==> config.mk <==
export PLATFORM = sky130hd
export DESIGN_NAME = syscall_io_ctrl
export DESIGN_NICKNAME = d
export VERILOG_FILES = /design/src/rtl/syscall_io_ctrl.sv
export SDC_FILE = /design/constraint.sdc
export NUM_CORES = 1
export LEC_CHECK = 0
export CAP_MARGIN = 20
export CELL_PAD_IN_SITES_DETAIL_PLACEMENT = 0
export CELL_PAD_IN_SITES_GLOBAL_PLACEMENT = 1
export CORE_UTILIZATION = 40
export CTS_CLUSTER_DIAMETER = 200
export DETAILED_ROUTE_END_ITERATION = 8
export GPL_TIMING_DRIVEN = 0
export HOLD_SLACK_MARGIN = 0.1
export PLACE_DENSITY_LB_ADDON = 0.05
export SLEW_MARGIN = 10
export SYNTH_ARGS = -nofsm -noshare
export SYNTH_HDL_FRONTEND = slang
export SYNTH_SLANG_ARGS = --single-unit
==> constraint.sdc <==
create_clock -name clk -period 4.7 [get_ports clk]
set_clock_uncertainty 0.1 [all_clocks]
set_input_delay 0.94 -clock clk [delete_from_list [all_inputs] [get_ports clk]]
set_output_delay 0.94 -clock clk [all_outputs]
set_load 0.01 [all_outputs]
==> src/rtl/syscall_io_ctrl.sv <==
// SYSCALL input/output execution unit: stalls the core for switch input
// confirmed by a debounced button, and latches register values for the display.
module syscall_io_ctrl #(
   parameter int DATA_W          = 32,
   parameter int SW_W            = 16,
   parameter int DEBOUNCE_CYCLES = 50000
) (
   input  logic              clk,
   input  logic              rst_n,
   input  logic [5:0]        op,
   input  logic [DATA_W-1:0] rs_data,
   input  logic [SW_W-1:0]   sw,
   input  logic              btn_confirm,
   output logic              core_en,
   output logic [DATA_W-1:0] in_data,
   output logic              in_valid,
   output logic [DATA_W-1:0] disp_value,
   output logic              disp_valid,
   output logic              busy
);

   localparam logic [5:0] OP_INPUT  = 6'b110011;
   localparam logic [5:0] OP_OUTPUT = 6'b110111;
   localparam int         CNT_W     = $clog2(DEBOUNCE_CYCLES);
   localparam logic [CNT_W-1:0] CNT_MAX = CNT_W'(DEBOUNCE_CYCLES - 1);

   typedef enum logic [1:0] {
      IDLE,
      WAIT_PRESS,
      WAIT_RELEASE,
      COMMIT
   } state_e;

   state_e            state_q, state_d;
   logic [1:0]        btn_sync_q;
   logic [SW_W-1:0]   sw_sync1_q, sw_sync2_q;
   logic              btn_stable_q, btn_stable_d;
   logic [CNT_W-1:0]  cnt_q, cnt_d;
   logic [DATA_W-1:0] in_data_q, in_data_d;
   logic [DATA_W-1:0] disp_value_q, disp_value_d;
   logic              disp_valid_q, disp_valid_d;

   logic btn_s;
   logic btn_differ;
   logic btn_flip;
   logic btn_press;
   logic btn_release;

   always_ff @(posedge clk or negedge rst_n) begin
      if (!rst_n) begin
         btn_sync_q <= '0;
         sw_sync1_q <= '0;
         sw_sync2_q <= '0;
      end else begin
         btn_sync_q <= {btn_sync_q[0], btn_confirm};
         sw_sync1_q <= sw;
         sw_sync2_q <= sw_sync1_q;
      end
   end

   // Counter tracks consecutive cycles the synchronized button disagrees with
   // the accepted level; any agreeing cycle discards a partial bounce.
   always_comb begin
      btn_s        = btn_sync_q[1];
      btn_differ   = btn_s ^ btn_stable_q;
      btn_flip     = btn_differ && (cnt_q == CNT_MAX);
      btn_press    = btn_flip && btn_s;
      btn_release  = btn_flip && !btn_s;
      btn_stable_d = btn_stable_q;
      cnt_d        = '0;
      if (btn_flip) begin
         btn_stable_d = btn_s;
      end else if (btn_differ) begin
         cnt_d = cnt_q + CNT_W'(1);
      end
   end

   always_ff @(posedge clk or negedge rst_n) begin
      if (!rst_n) begin
         btn_stable_q <= 1'b0;
         cnt_q        <= '0;
      end else begin
         btn_stable_q <= btn_stable_d;
         cnt_q        <= cnt_d;
      end
   end

   always_comb begin
      state_d      = state_q;
      in_data_d    = in_data_q;
      disp_value_d = disp_value_q;
      disp_valid_d = disp_valid_q;
      case (state_q)
         IDLE: begin
            if (op == OP_INPUT) begin
               state_d = WAIT_PRESS;
            end else if (op == OP_OUTPUT) begin
               disp_value_d = rs_data;
               disp_valid_d = 1'b1;
            end
         end
         WAIT_PRESS: begin
            if (btn_press) begin
               in_data_d = DATA_W'(sw_sync2_q);
               state_d   = WAIT_RELEASE;
            end
         end
         WAIT_RELEASE: begin
            if (btn_release) begin
               state_d = COMMIT;
            end
         end
         COMMIT: begin
            state_d = IDLE;
         end
         default: begin
            state_d = IDLE;
         end
      endcase
   end

   always_ff @(posedge clk or negedge rst_n) begin
      if (!rst_n) begin
         state_q      <= IDLE;
         in_data_q    <= '0;
         disp_value_q <= '0;
         disp_valid_q <= 1'b0;
      end else begin
         state_q      <= state_d;
         in_data_q    <= in_data_d;
         disp_value_q <= disp_value_d;
         disp_valid_q <= disp_valid_d;
      end
   end

   // The stall must take effect in the same cycle INPUT is decoded so the PC holds.
   always_comb begin
      busy    = (state_q == WAIT_PRESS) || (state_q == WAIT_RELEASE);
      core_en = !(busy || ((state_q == IDLE) && (op == OP_INPUT)));
   end

   assign in_valid   = (state_q == COMMIT);
   assign in_data    = in_data_q;
   assign disp_value = disp_value_q;
   assign disp_valid = disp_valid_q;

endmodule

==> flow_summary_export.csv, run 1 <==
group,metric,value,unit
status,status,"completed",
routing,drtAntennaViolNets,0,
finish,post-route-util,58.5,%
die,chipHeight,101,um
worst_setup_path,cp_slowest_cell,"clkdlybuf4s50_1",
clocking,clockBufferDepth,2,
worst_setup_path,crit_required,3.66,ns
place,place_congestion,0.766,
worst_setup_path,slowest_delay,0.51,ns
clocking,clk_latency,0.36,ns
clocking,post_cts_buffers,0,
finish,final_cell_mix,"clkdlybuf4s50_1 (107), dfrtp_1 (102), mux2_2 (39)",
routing,vias_per_cell,4.53,
grt,first_global_vias,2489,
grt,antenna_found_initial,0,
synth,synth_top_family_by_area,"multiplexers",
power_and_ir_drop,p_per_area,303,mW/mm^2
synth,ys_warn_count,0,
worst_setup_path,r2r_setup_slack,2.57,ns
synth,yosys.area.top_type_share,65.7,%
finish,n_antenna_cell,0,
die,io_pins,125,
synth,synthAdderAreaFrac,1.61,%
worst_setup_path,critPathLaunchType,"input port",
worst_setup_path,timing.rr.end,"in_data[6]",
synth,syn_inst,256,
finish,layout.nets,453,
worst_setup_path,path_cells,"clkdlybuf4s50_1 -> nand2_1 -> nor4_1 -> a21oi_1 -> clkdlybuf4s50_1",
worst_setup_path,r2r_start,"cnt_q[0]",
place,dpl.hpwl,5.11,mm
worst_setup_path,worst-setup-path-type,"in -> out",
clocking,hold_buffers,0,
finish,area_delta_synth_final,40.5,%
synth,synth-edff-count,0,
die,die_w,101,um
finish,fillers,797,
timing,max_freq,286,MHz
clocking,clock-sinks,102,
synth,synth_seq_cells,102,
die,fp-row-count,35,
timing,post-route-period-util,74.5,%
clocking,cts_max_level,3,
synth,ys.flop_type,"dfrtp_1",
clocking,clkTransAtPathRegs,0.10,ns
routing,drtIter0Drc,37,
grt,gr-usage-all-layers,15.8,%
power_and_ir_drop,p_leak,2.57,nW
routing,drc,0,
finish,drive_gt1_share,24.0,%
grt,grt_pass1_wl,12.0,mm
timing,setup_viol,0,
worst_setup_path,endpoint_kind,"output pin",
job,cap_violations,0,
die,start_util,41.6,%
worst_hold_path,min_delay_path_depth,0,
die,dieArea,0.0101,mm^2
synth,async_flop_share,100,%
routing,routed-via-count,2378,
worst_setup_path,critPathMostFrequentCell,"clkdlybuf4s50_1",
worst_setup_path,path_max_fanout,2,
worst_setup_path,startpoint,"op[5]",
synth,ys_top_cells_by_area,"dfrtp_1 (66%), mux2_2 (11%), mux2_4 (4.3%), buf_4 (3.1%), xnor2_1 (1.8%)",
finish,layout_commonest_cell,"clkdlybuf4s50_1",
synth,syn_area_per_cell,15.2,um^2
synth,synth_area_leader_cell,"dfrtp_1",
synth,synth.mux.area_fraction,15.6,%
synth,yosys.area_share.simple,8.57,%
grt,grt-ovfl-total,0,
routing,totalWireLength,7.29,mm
timing,min_period,3.50,ns
clocking,cts_tree,"built",
power_and_ir_drop,peakVddDrop,0.253,mV
grt,grt_max_degree,57,
synth,synth_xor_area_share,3.38,%
synth,synth.cell_area,0.00388,mm^2
worst_hold_path,min_from,"sw_sync1_q[15]",
clocking,post_cts_resize_count,0,
synth,synth.distinct_cells,33,
worst_hold_path,holdPathEnd,"sw_sync2_q[15]",
timing,rsz0062_at_grt,"false",
routing,wire_per_inst,13.9,um
timing,maxSlewViolCount,0,
die,coreArea,0.00933,mm^2
timing,hold_violations,0,
place,portBuffers,108,
routing,drtPass1Iterations,4,
worst_setup_path,r2r.worst_path.cells,7,
synth,synth-compound-area-share,0.645,%
worst_hold_path,holdCritPathClass,"reg -> reg",
clocking,numCtsBuffers,9,
synth,ys_seq_area_share,65.7,%
place,pre_cts_ws,1.24,ns
timing,fin_ws,1.20,ns
clocking,root_buffer,"clkbuf_8",
worst_setup_path,arrival,2.46,ns
-- Yosys cell counts, types with 2 or more instances --
cell type / number
o22ai_1: 2
and3_1: 7
buf_4: 16
xnor2_1: 8
nor4_1: 2
nand2_1: 6
inv_1: 4
mux2_4: 11
nand4_1: 2
xor2_1: 7
ha_1: 5
dfrtp_1: 102
mux2_2: 39
nor2_1: 16
nor4b_2: 2
buf_2: 4
nand3_1: 4
nor4b_1: 2
and4_1: 3
-- layer usage --
| metal | wire (um) | share of wire [%] | GRT usage, % |
|---|---|---|---|
| met1 | 3110 | 43 | 19.5 |
| met2 | 3390 | 46 | 24.2 |
| met3 | 693 | 9.5 | 7.70 |
| met4 | 99 | 1.4 | 5.69 |
| met5 | 0 | 0 | 0 |
-- worst max-delay path by stage --
stage,end,slack (ns),depth (start not counted)
final,core_en,1.20,5
after global routing,core_en,1.12,5
after CTS,core_en,1.20,5
after detailed placement,core_en,1.24,5
after global placement,disp_value[4],-1.37,1
after floorplan,core_en,2.24,3
-- layout make-up --
type | instances | area [um^2] | area share (%)
Timing Repair Buffer | 109 | 1110 | 20.3
Buffer | 22 | 155 | 2.84
Tap cell | 129 | 161 | 2.96
Clock inverter | 7 | 120 | 2.20
Sequential cell | 102 | 2550 | 46.8
Inverter | 4 | 15.0 | 0.275
Clock buffer | 9 | 124 | 2.27
Multi-Input combinational cell | 143 | 1220 | 22.3
-- logic make-up after synthesis --
kind of cell	Yosys count
other	1
DFF	102
buffers and inverters	26
xor gates and xnor gates	15
and+or+nand+nor	53
adders and majority gates	5
muxes	50
AOI/OAI and AO/OA	4
-- worst max-delay path, delay by kind of cell --
| family | cells | cell delay, ns |
|---|---|---|
| buffers and inverters | 2 | 0.96 |
| AO/OA/AOI/OAI | 1 | 0.13 |
| AND/OR/NAND/NOR | 2 | 0.42 |
-- metrics by stage --
step	std cells	power, mW	area [um^2]	hold slack, ns	setup TNS, ns
6_report	525	1.65	5450	0.252	0
5_1_grt	525	1.73	5450	0.266	0
4_1_cts	525	1.68	5450	0.257	0
3_5_place_dp	509	1.02	5210	0.236	0
3_3_place_gp	508	1.01	5180	0.232	-139.74
2_1_floorplan	271	0.942	3940	0.231	0
-- power by group --
part	total, mW	switching, mW	internal, mW	leakage, nW
combinational	0.0951	0.0366	0.0585	1.11
sequential	0.901	0.00601	0.895	1.34
clock	0.657	0.302	0.355	0.120
total	1.65	0.344	1.31	2.57
-- registers in the layout, summed over array words and instances (netlist names) --
register	cells
cnt_q	16
in_data	16
disp_value	32
btn_stable_q	1
state_q	2
sw_sync1_q	16
sw_sync2_q	16
disp_valid	1
btn_sync_q	2
No activity file was read; power rests on OpenSTA's default activity.
==> inputs of run 2 (changes only) <==
--- a/config.mk
+++ b/config.mk
@@ -8,7 +8,7 @@
 export CAP_MARGIN = 20
 export CELL_PAD_IN_SITES_DETAIL_PLACEMENT = 0
 export CELL_PAD_IN_SITES_GLOBAL_PLACEMENT = 1
-export CORE_UTILIZATION = 40
+export CORE_UTILIZATION = 33
 export CTS_CLUSTER_DIAMETER = 200
 export DETAILED_ROUTE_END_ITERATION = 8
 export GPL_TIMING_DRIVEN = 0
==> constraint.sdc (replaced) <==
create_clock -name clk -period 2.9 [get_ports clk]
set_clock_uncertainty 0.1 [all_clocks]
set_input_delay 0.58 -clock clk [delete_from_list [all_inputs] [get_ports clk]]
set_output_delay 0.58 -clock clk [all_outputs]
set_load 0.01 [all_outputs]
==> run 2 against run 1 <==
Clock-buffer cell count rose by 1. Sequential share of layout area fell by 0.70 points. Sequential power rose by 62%. Critical endpoint unchanged. Largest power group unchanged. Highest routed layer is now met5.
==> flow_summary_export.csv, run 2 (synthesis gave the netlist of run 1 again) <==
group,metric,value,unit
worst_setup_path,cpLargestDelayFamily,"buffers and inverters",
grt,grt-ovfl-total,0,
worst_setup_path,arrival,2.05,ns
clocking,clkTransAtPathRegs,0.07,ns
worst_setup_path,cp_num_cells,5,
clocking,post_cts_resize_count,0,
worst_setup_path,crit_required,2.22,ns
clocking,root_buffer,"clkbuf_16",
worst_setup_path,worst-setup-path-type,"in -> out",
die,coreArea,0.0114,mm^2
grt,grt_max_degree,54,
finish,n_antenna_cell,0,
routing,wire_per_inst,13.7,um
timing,post-route-period-util,94.3,%
grt,antenna_found_initial,1,
grt,grt_pass1_wl,12.5,mm
routing,totalWireLength,7.38,mm
clocking,numCtsBuffers,9,
die,start_util,34.0,%
routing,drtAntennaViolNets,0,
clocking,cts_max_level,3,
timing,setup_viol,0,
power_and_ir_drop,p_per_area,509,mW/mm^2
worst_setup_path,critPathMostFrequentCell,"clkdlybuf4s50_1",
die,chipHeight,110,um
finish,area_delta_synth_final,42.6,%
worst_setup_path,slowest_delay,0.50,ns
grt,gr-usage-all-layers,13.2,%
worst_hold_path,holdCritPathClass,"reg -> reg",
place,pre_cts_ws,0.150,ns
clocking,cts_tree,"built",
timing,whs,0.245,ns
clocking,post_cts_buffers,0,
worst_setup_path,path_buf_inv,2,
worst_setup_path,critPathLaunchType,"input port",
routing,routed-via-count,2332,
clocking,clock-sinks,102,
routing,drc,0,
finish,layout.nets,454,
worst_setup_path,path_max_fanout,2,
die,fp-row-count,39,
place,place_congestion,0.737,
timing,rsz0062_at_grt,"false",
timing,fin_ws,0.166,ns
finish,drive_gt1_share,23.7,%
timing,max_freq,366,MHz
timing,maxSlewViolCount,0,
routing,vias_per_cell,4.33,
die,io_pins,125,
finish,final_cell_mix,"clkdlybuf4s50_1 (107), dfrtp_1 (102), mux2_2 (39)",
place,portBuffers,108,
place,dpl.hpwl,5.25,mm
timing,min_period,2.73,ns
place,dpl.cell_count,523,
finish,layoutNonFillerInstCount,539,
finish,layout_commonest_cell,"clkdlybuf4s50_1",
worst_setup_path,r2r_setup_slack,0.74,ns
worst_setup_path,cp_slowest_cell,"clkdlybuf4s50_1",
worst_setup_path,endpoint_kind,"output pin",
job,cap_violations,0,
status,status,"completed",
worst_setup_path,r2r.worst_path.cells,5,
worst_setup_path,path_cells,"clkdlybuf4s50_1 -> nand2_1 -> nor4_1 -> a21oi_1 -> clkdlybuf4s50_1",
die,dieArea,0.0122,mm^2
clocking,clockBufferDepth,2,
worst_hold_path,min_delay_path_depth,0,
grt,first_global_vias,2508,
finish,largest_register_ffs,32,
routing,drtPass1Iterations,4,
power_and_ir_drop,p_leak,2.60,nW
power_and_ir_drop,peakVddDrop,0.342,mV
die,die_w,110,um
clocking,hold_buffers,1,
clocking,clk_latency,0.33,ns
routing,drtIter0Drc,72,
timing,hold_violations,0,
run 2: cell types whose count changed in the layout (fill, tap and decap cells not counted), sizes merged:
cell | previous run | this run
clkinv | 2 | 3
inv | 5 | 4
bufinv | 3 | 1
dlygate4sd3 | 0 | 1
clkbuf | 10 | 11
run 2: final timing paths:
kind,start,end
max reg2reg,cnt_q[11],in_data[10]
min,sw_sync1_q[4],sw_sync2_q[4]
max,op[5],core_en
min reg2reg,sw_sync1_q[4],sw_sync2_q[4]
max in group asynchronous,rst_n,disp_value[15]
min in group asynchronous,rst_n,cnt_q[11]
run 2: routing by layer:
| metal | share of wire, % | vias up | track usage, % |
|---|---|---|---|
| met5 | 0.15 | - | 0 |
| met4 | 1.4 | 2 | 4.27 |
| met3 | 10 | 10 | 6.97 |
| met2 | 46 | 83 | 20.7 |
| met1 | 42 | 1128 | 15.3 |
| li1 | - | 1109 | - |
run 2: power breakdown:
part           switching, mW  leakage [nW]  internal [mW]
sequential           0.00982          1.34           1.45
combinational         0.0599          1.12         0.0956
clock                  0.513         0.145          0.689
run 2: per-stage QoR:
stage | total power [mW] | TNS, ns | instance area (um^2) | util [%]
2_1_floorplan | 1.53 | 0 | 3940 | -
3_3_place_gp | 1.64 | -296.63 | 5200 | 45.5
3_5_place_dp | 1.65 | 0 | 5230 | 45.8
4_1_cts | 2.88 | 0 | 5540 | 48.5
5_1_grt | 2.94 | 0 | 5540 | 48.5
6_report | 2.82 | 0 | 5540 | 48.5
run 2: cell type report:
type / instances / area, um^2
Timing Repair Buffer: 110 / 1120
Clock buffer: 10 / 239
Clock inverter: 5 / 60.1
Sequential cell: 102 / 2550
Inverter: 4 / 15.0
Buffer: 22 / 155
Fill cell: 1050 / 5880
Tap cell: 143 / 179
Multi-Input combinational cell: 143 / 1220
==> inputs of run 3 (changes only) <==
--- a/config.mk
+++ b/config.mk
@@ -5,6 +5,7 @@
 export SDC_FILE = /design/constraint.sdc
 export NUM_CORES = 1
 export LEC_CHECK = 0
+export ABC_CLOCK_PERIOD_IN_PS = 2900
 export CAP_MARGIN = 20
 export CELL_PAD_IN_SITES_DETAIL_PLACEMENT = 0
 export CELL_PAD_IN_SITES_GLOBAL_PLACEMENT = 1
@@ -12,8 +13,8 @@
 export CTS_CLUSTER_DIAMETER = 200
 export DETAILED_ROUTE_END_ITERATION = 8
 export GPL_TIMING_DRIVEN = 0
-export HOLD_SLACK_MARGIN = 0.1
 export PLACE_DENSITY_LB_ADDON = 0.05
+export SETUP_SLACK_MARGIN = 0.2
 export SLEW_MARGIN = 10
 export SYNTH_ARGS = -nofsm -noshare
 export SYNTH_HDL_FRONTEND = slang
==> run 3 against run 2 <==
Global-route usage up 0.060 points. Setup slack better by 0.24 ns. Non-clock buffer count shrank 1. Via count shrank 0.30%. Die area is the same. Wire length about the same. Combinational power barely moved. Largest power group unchanged.
==> flow_summary_export.csv, run 3 (synthesis gave the netlist of run 1 again) <==
group,metric,value,unit
die,io_pins,125,
finish,n_antenna_cell,0,
routing,vias_per_cell,4.32,
clocking,clkTransAtPathRegs,0.06,ns
routing,drtPass1Iterations,4,
worst_setup_path,path_cells,"clkdlybuf4s50_1 -> nand2_1 -> nor4_2 -> a21oi_1 -> dlygate4sd2_1",
worst_setup_path,arrival,1.81,ns
clocking,cts_max_level,3,
finish,largest_register_ffs,32,
clocking,post_cts_resize_count,2,
grt,grt_pass1_wl,12.6,mm
status,status,"completed",
clocking,numCtsBuffers,9,
grt,antenna_found_initial,1,
place,portBuffers,108,
timing,post-route-period-util,85.9,%
worst_setup_path,crit_required,2.22,ns
clocking,clk_latency,0.33,ns
finish,regArea,0.00255,mm^2
grt,grt-busiest-layer,"met2",
clocking,clock-sinks,102,
grt,met3_usage,6.97,%
clocking,clockBufferDepth,2,
worst_setup_path,r2r_start,"cnt_q[11]",
die,chipHeight,110,um
routing,drtIter0Drc,64,
finish,fillers,1052,
worst_setup_path,endpoint_kind,"output pin",
timing,max_freq,402,MHz
grt,gr-usage-met2,20.9,%
die,start_util,34.0,%
clocking,root_buffer,"clkbuf_16",
die,dieArea,0.0122,mm^2
die,die_w,110,um
job,cap_violations,0,
routing,drtAntennaViolNets,0,
worst_setup_path,path_buf_inv,2,
place,dpl.hpwl,5.25,mm
grt,first_global_vias,2525,
die,coreArea,0.0114,mm^2
worst_setup_path,cp_num_cells,5,
worst_setup_path,timing.rr.end,"in_data[10]",
worst_setup_path,critPathLaunchType,"input port",
power_and_ir_drop,p_leak,2.60,nW
worst_setup_path,cp_slowest_cell,"clkdlybuf4s50_1",
worst_setup_path,slowest_delay,0.47,ns
clocking,post_cts_buffers,0,
timing,maxSlewViolCount,0,
routing,routed-via-count,2325,
clocking,cts_tree,"built",
grt,gr-usage-all-layers,13.2,%
timing,whs,0.0788,ns
worst_setup_path,r2r.worst_path.cells,5,
place,place_congestion,0.737,
worst_setup_path,path_max_fanout,2,
routing,totalWireLength,7.38,mm
power_and_ir_drop,p_per_area,509,mW/mm^2
timing,min_period,2.49,ns
grt,grt_max_degree,54,
worst_setup_path,r2r_setup_slack,0.74,ns
finish,layout.nets,453,
die,fp-row-count,39,
worst_setup_path,worst-setup-path-type,"in -> out",
routing,wire_per_inst,13.7,um
grt,met1_usage,15.4,%
worst_hold_path,holdCritPathClass,"in -> async",
routing,drc,0,
power_and_ir_drop,peakVddDrop,0.342,mV
timing,setup_viol,0,
worst_setup_path,cpLargestDelayFamily,"buffers and inverters",
finish,layout_commonest_cell,"clkdlybuf4s50_1",
grt,grt-ovfl-total,0,
finish,multi_input_area,0.00122,mm^2
worst_setup_path,cp-endpoint,"core_en",
finish,final_cell_mix,"clkdlybuf4s50_1 (106), dfrtp_1 (102), mux2_2 (39)",
timing,hold_violations,0,
clocking,hold_buffers,0,
power_and_ir_drop,finalPower,2.82,mW
timing,rsz0062_at_grt,"false",
worst_setup_path,startpoint,"op[5]",
finish,drive_gt1_share,24.1,%
finish,area_delta_synth_final,42.5,%
[run 3: cell types whose count changed in the layout (fill, tap and decap cells not counted)]
cell / previous run / this run
clkdlybuf4s50_1: 107 / 106
nor4_1: 2 / 1
dlygate4sd2_1: 0 / 1
nor4_2: 0 / 1
dlygate4sd3_1: 1 / 0
[run 3: final cells by class]
class,count,area share (%)
sequential,102,46.1
multi-input combinational,143,22.1
timing repair buffer,109,20.0
clock buffer,10,4.32
tap,143,3.23
buffer,22,2.80
clock inverter,5,1.09
inverter,4,0.271
[run 3: stage by stage]
step / cell area [um^2] / setup TNS [ns] / setup WS, ns / instances / util [%]
2_1_floorplan: 3940 / 0 / 1.01 / 271 / -
3_3_place_gp: 5200 / -296.63 / -2.91 / 522 / 45.5
3_5_place_dp: 5230 / 0 / 0.150 / 523 / 45.8
4_1_cts: 5530 / 0 / 0.399 / 538 / 48.4
5_1_grt: 5530 / 0 / 0.296 / 538 / 48.4
6_report: 5530 / 0 / 0.409 / 538 / 48.4
[run 3: layer usage]
layer  vias to the layer above  share of wire, %  wire length, um
li1                       1107                 -                -
met1                      1129                42             3120
met2                        77                46             3410
met3                        10               9.9              731
met4                         2               1.4              105
met5                         -              0.15               11
[run 3: power by group]
part	internal [mW]	switching [mW]
Clock	0.689	0.510
Combinational	0.0948	0.0602
Sequential	1.45	0.00981
[run 3: how the worst min path moves through the flow]
stage	to	slack [ns]	cells past startpoint
2_1_floorplan	btn_stable_q	0.18	0
3_3_place_gp	sw_sync2_q[5]	0.23	0
3_5_place_dp	sw_sync2_q[10]	0.23	0
4_1_cts	cnt_q[11]	0.09	1
5_1_grt	cnt_q[11]	0.10	1
6_report	cnt_q[11]	0.08	1
==> RTL change (config.mk and constraints of run 1) <==
Encoding of `state_e`: now one-hot (4 bits for 4 states).
--- a/src/rtl/syscall_io_ctrl.sv
+++ b/src/rtl/syscall_io_ctrl.sv
@@ -24,11 +24,11 @@
    localparam int         CNT_W     = $clog2(DEBOUNCE_CYCLES);
    localparam logic [CNT_W-1:0] CNT_MAX = CNT_W'(DEBOUNCE_CYCLES - 1);
 
-   typedef enum logic [1:0] {
-      IDLE,
-      WAIT_PRESS,
-      WAIT_RELEASE,
-      COMMIT
+   typedef enum logic [3:0] {
+      IDLE         = 4'b0001,
+      WAIT_PRESS   = 4'b0010,
+      WAIT_RELEASE = 4'b0100,
+      COMMIT       = 4'b1000
    } state_e;
 
    state_e            state_q, state_d;
Behaviour: no difference found for any inputs over 10 cycles, from zero or initial values and one cycle with rst_n low; not proved beyond that.
==> RTL change against run 1 <==
  * Total power is 5.1% lower
  * Wire length is 1.3% lower
  * Register-to-register slack worse by 0.40 ns
  * Synthesized area is 0.97% higher
  * Final area hardly changed
  * Sequential cell count is 2 higher
  * Setup slack worse by 0.070 ns
  * Utilization is 0.26 points lower
  * Critical path type unchanged
  * Largest cell class unchanged
==> RTL change: results (changes against run 1) <==
critical_path:
  r2r_start: "cnt_q[0]"
  worstSetupStartpoint: "op[1]"
  critPathMaxFanout: 3  # +1
  arrival_ns: 2.53  # +0.07 ns
cts:
  htreeDepth: 3  # unchanged
  clk_path_buf_depth: 2  # unchanged
  clk_latency_ns: 0.35
  numCtsBuffers: 9  # unchanged
  cts_root_buffer: "clkbuf_8"
  cts-resized-gates: 0  # unchanged
  ctsHoldBuffers: 0  # unchanged
drt:
  drtPass1Iterations: 4  # unchanged
  drtIter0Drc: 36  # -2.7%
  drt-total-wl_um: 7200  # -1.3%
  vias_per_cell: 4.48  # -1.2%
finish:
  antenna_cells: 0  # unchanged
  post-route-util: 0.582  # -0.00260
  largest_register_ffs: 32  # unchanged
  drive_gt1_frac: 0.224  # -0.0160
  fillers: 810  # +1.6%
  fin_nets: 455  # +0.44%
synthesis:
  async_flop_share: 1.00  # unchanged
  yosysUniqueCellTypes: 34  # +3.0%
  netlist_top_cells_area: "dfrtp_1 (66%), mux2_2 (11%), mux2_4 (3.4%)"
  synth.area.mux_share: 0.149  # -0.00628
  synth_common_cells: "dfrtp_1 (103), mux2_2 (40), nor2_1 (18)"
  synthAdderAreaFrac: 0.00319  # -0.0129
  synth-seq-area-share: 0.664  # +0.00679
  synth_compound_area_frac: 0.00575  # -0.000700
  synth_xor_area_frac: 0.0335  # -0.000324
global_routing:
  grt_overflow: 0  # unchanged
  grt_pass1_vias: 2520  # +1.2%
  grt_max_degree: 60  # +5.3%
  grt_pass1_wl_um: 12100  # +0.81%
  grtUsageTotal: 0.157  # -0.00122
  grt_antenna_before_repair: 0  # unchanged
pwr:
  p_leak_uw: 0.00251  # -2.6%
  ir_worst_vdd_mv: 0.287  # +13%
outcome:
  status: "complete, no violations"
place:
  hpwl_um: 5160  # +1.1%
  place.gp.congestion: 0.736  # -3.9%
  port_buffers: 108  # unchanged
  place_area_um2: 5250  # +0.72%
  place_worst_setup_slack_ns: 1.10  # -0.139 ns
min_path:
  min-delay-start: "sw_sync1_q[14]"
sta:
  max-slew-margin-rel: 0.569
-- RTL change: worst paths after layout --
kind / cells after the start / endpoint / slack (ns)
max: 6 / core_en / 1.13
min: 0 / sw_sync2_q[14] / 0.25
max reg2reg: 6 / in_data[12] / 2.17
min reg2reg: 0 / sw_sync2_q[14] / 0.25
max in group asynchronous: 2 / state_q[0] / 3.44
min in group asynchronous: 1 / sw_sync2_q[2] / 0.40
-- RTL change: stage by stage --
stage,std cells,hold WS [ns],TNS [ns]
after floorplan,277,0.231,0
after global placement,514,0.231,-133.60
after detailed placement,515,0.235,0
after CTS,531,0.257,0
after global routing,531,0.262,0
final,531,0.255,0
-- RTL change: cell families (layout without fill, tap and decap cells) --
family | after synthesis | in the layout
mux | 49 | 49
buf+inv | 25 | 150
flops | 104 | 104
fa+ha+maj | 1 | 1
simple gates | 63 | 63
compound gates | 4 | 4
xor+xnor | 15 | 15
other cells | 1 | 16
-- RTL change: report_power, final --
part | switching [µW] | internal [µW]
clock network | 286 | 277
logic | 35.3 | 54.5
registers | 6.31 | 911
-- RTL change: worst max-delay path, stage by stage --
cell,delay [ns]
clkdlybuf4s50_1,0.45
and4b_1,0.23
nand4_1,0.12
a21oi_1,0.21
nor2_1,0.07
clkdlybuf4s50_1,0.51
-- RTL change: area by class of cell --
cell class                 count  area share
timing repair buffer         109       0.203
sequential                   104       0.477
tap                          129      0.0296
multi-input combinational    148       0.221
buffer                        22      0.0282
clock inverter                 4     0.00963
inverter                       3     0.00206
clock buffer                  12      0.0284
-- RTL change: metal layers --
metal | global-route usage | part of all wire
met1 | 0.199 | 0.42
met2 | 0.237 | 0.48
met3 | 0.0693 | 0.079
met4 | 0.0613 | 0.019
met5 | 0 | 0
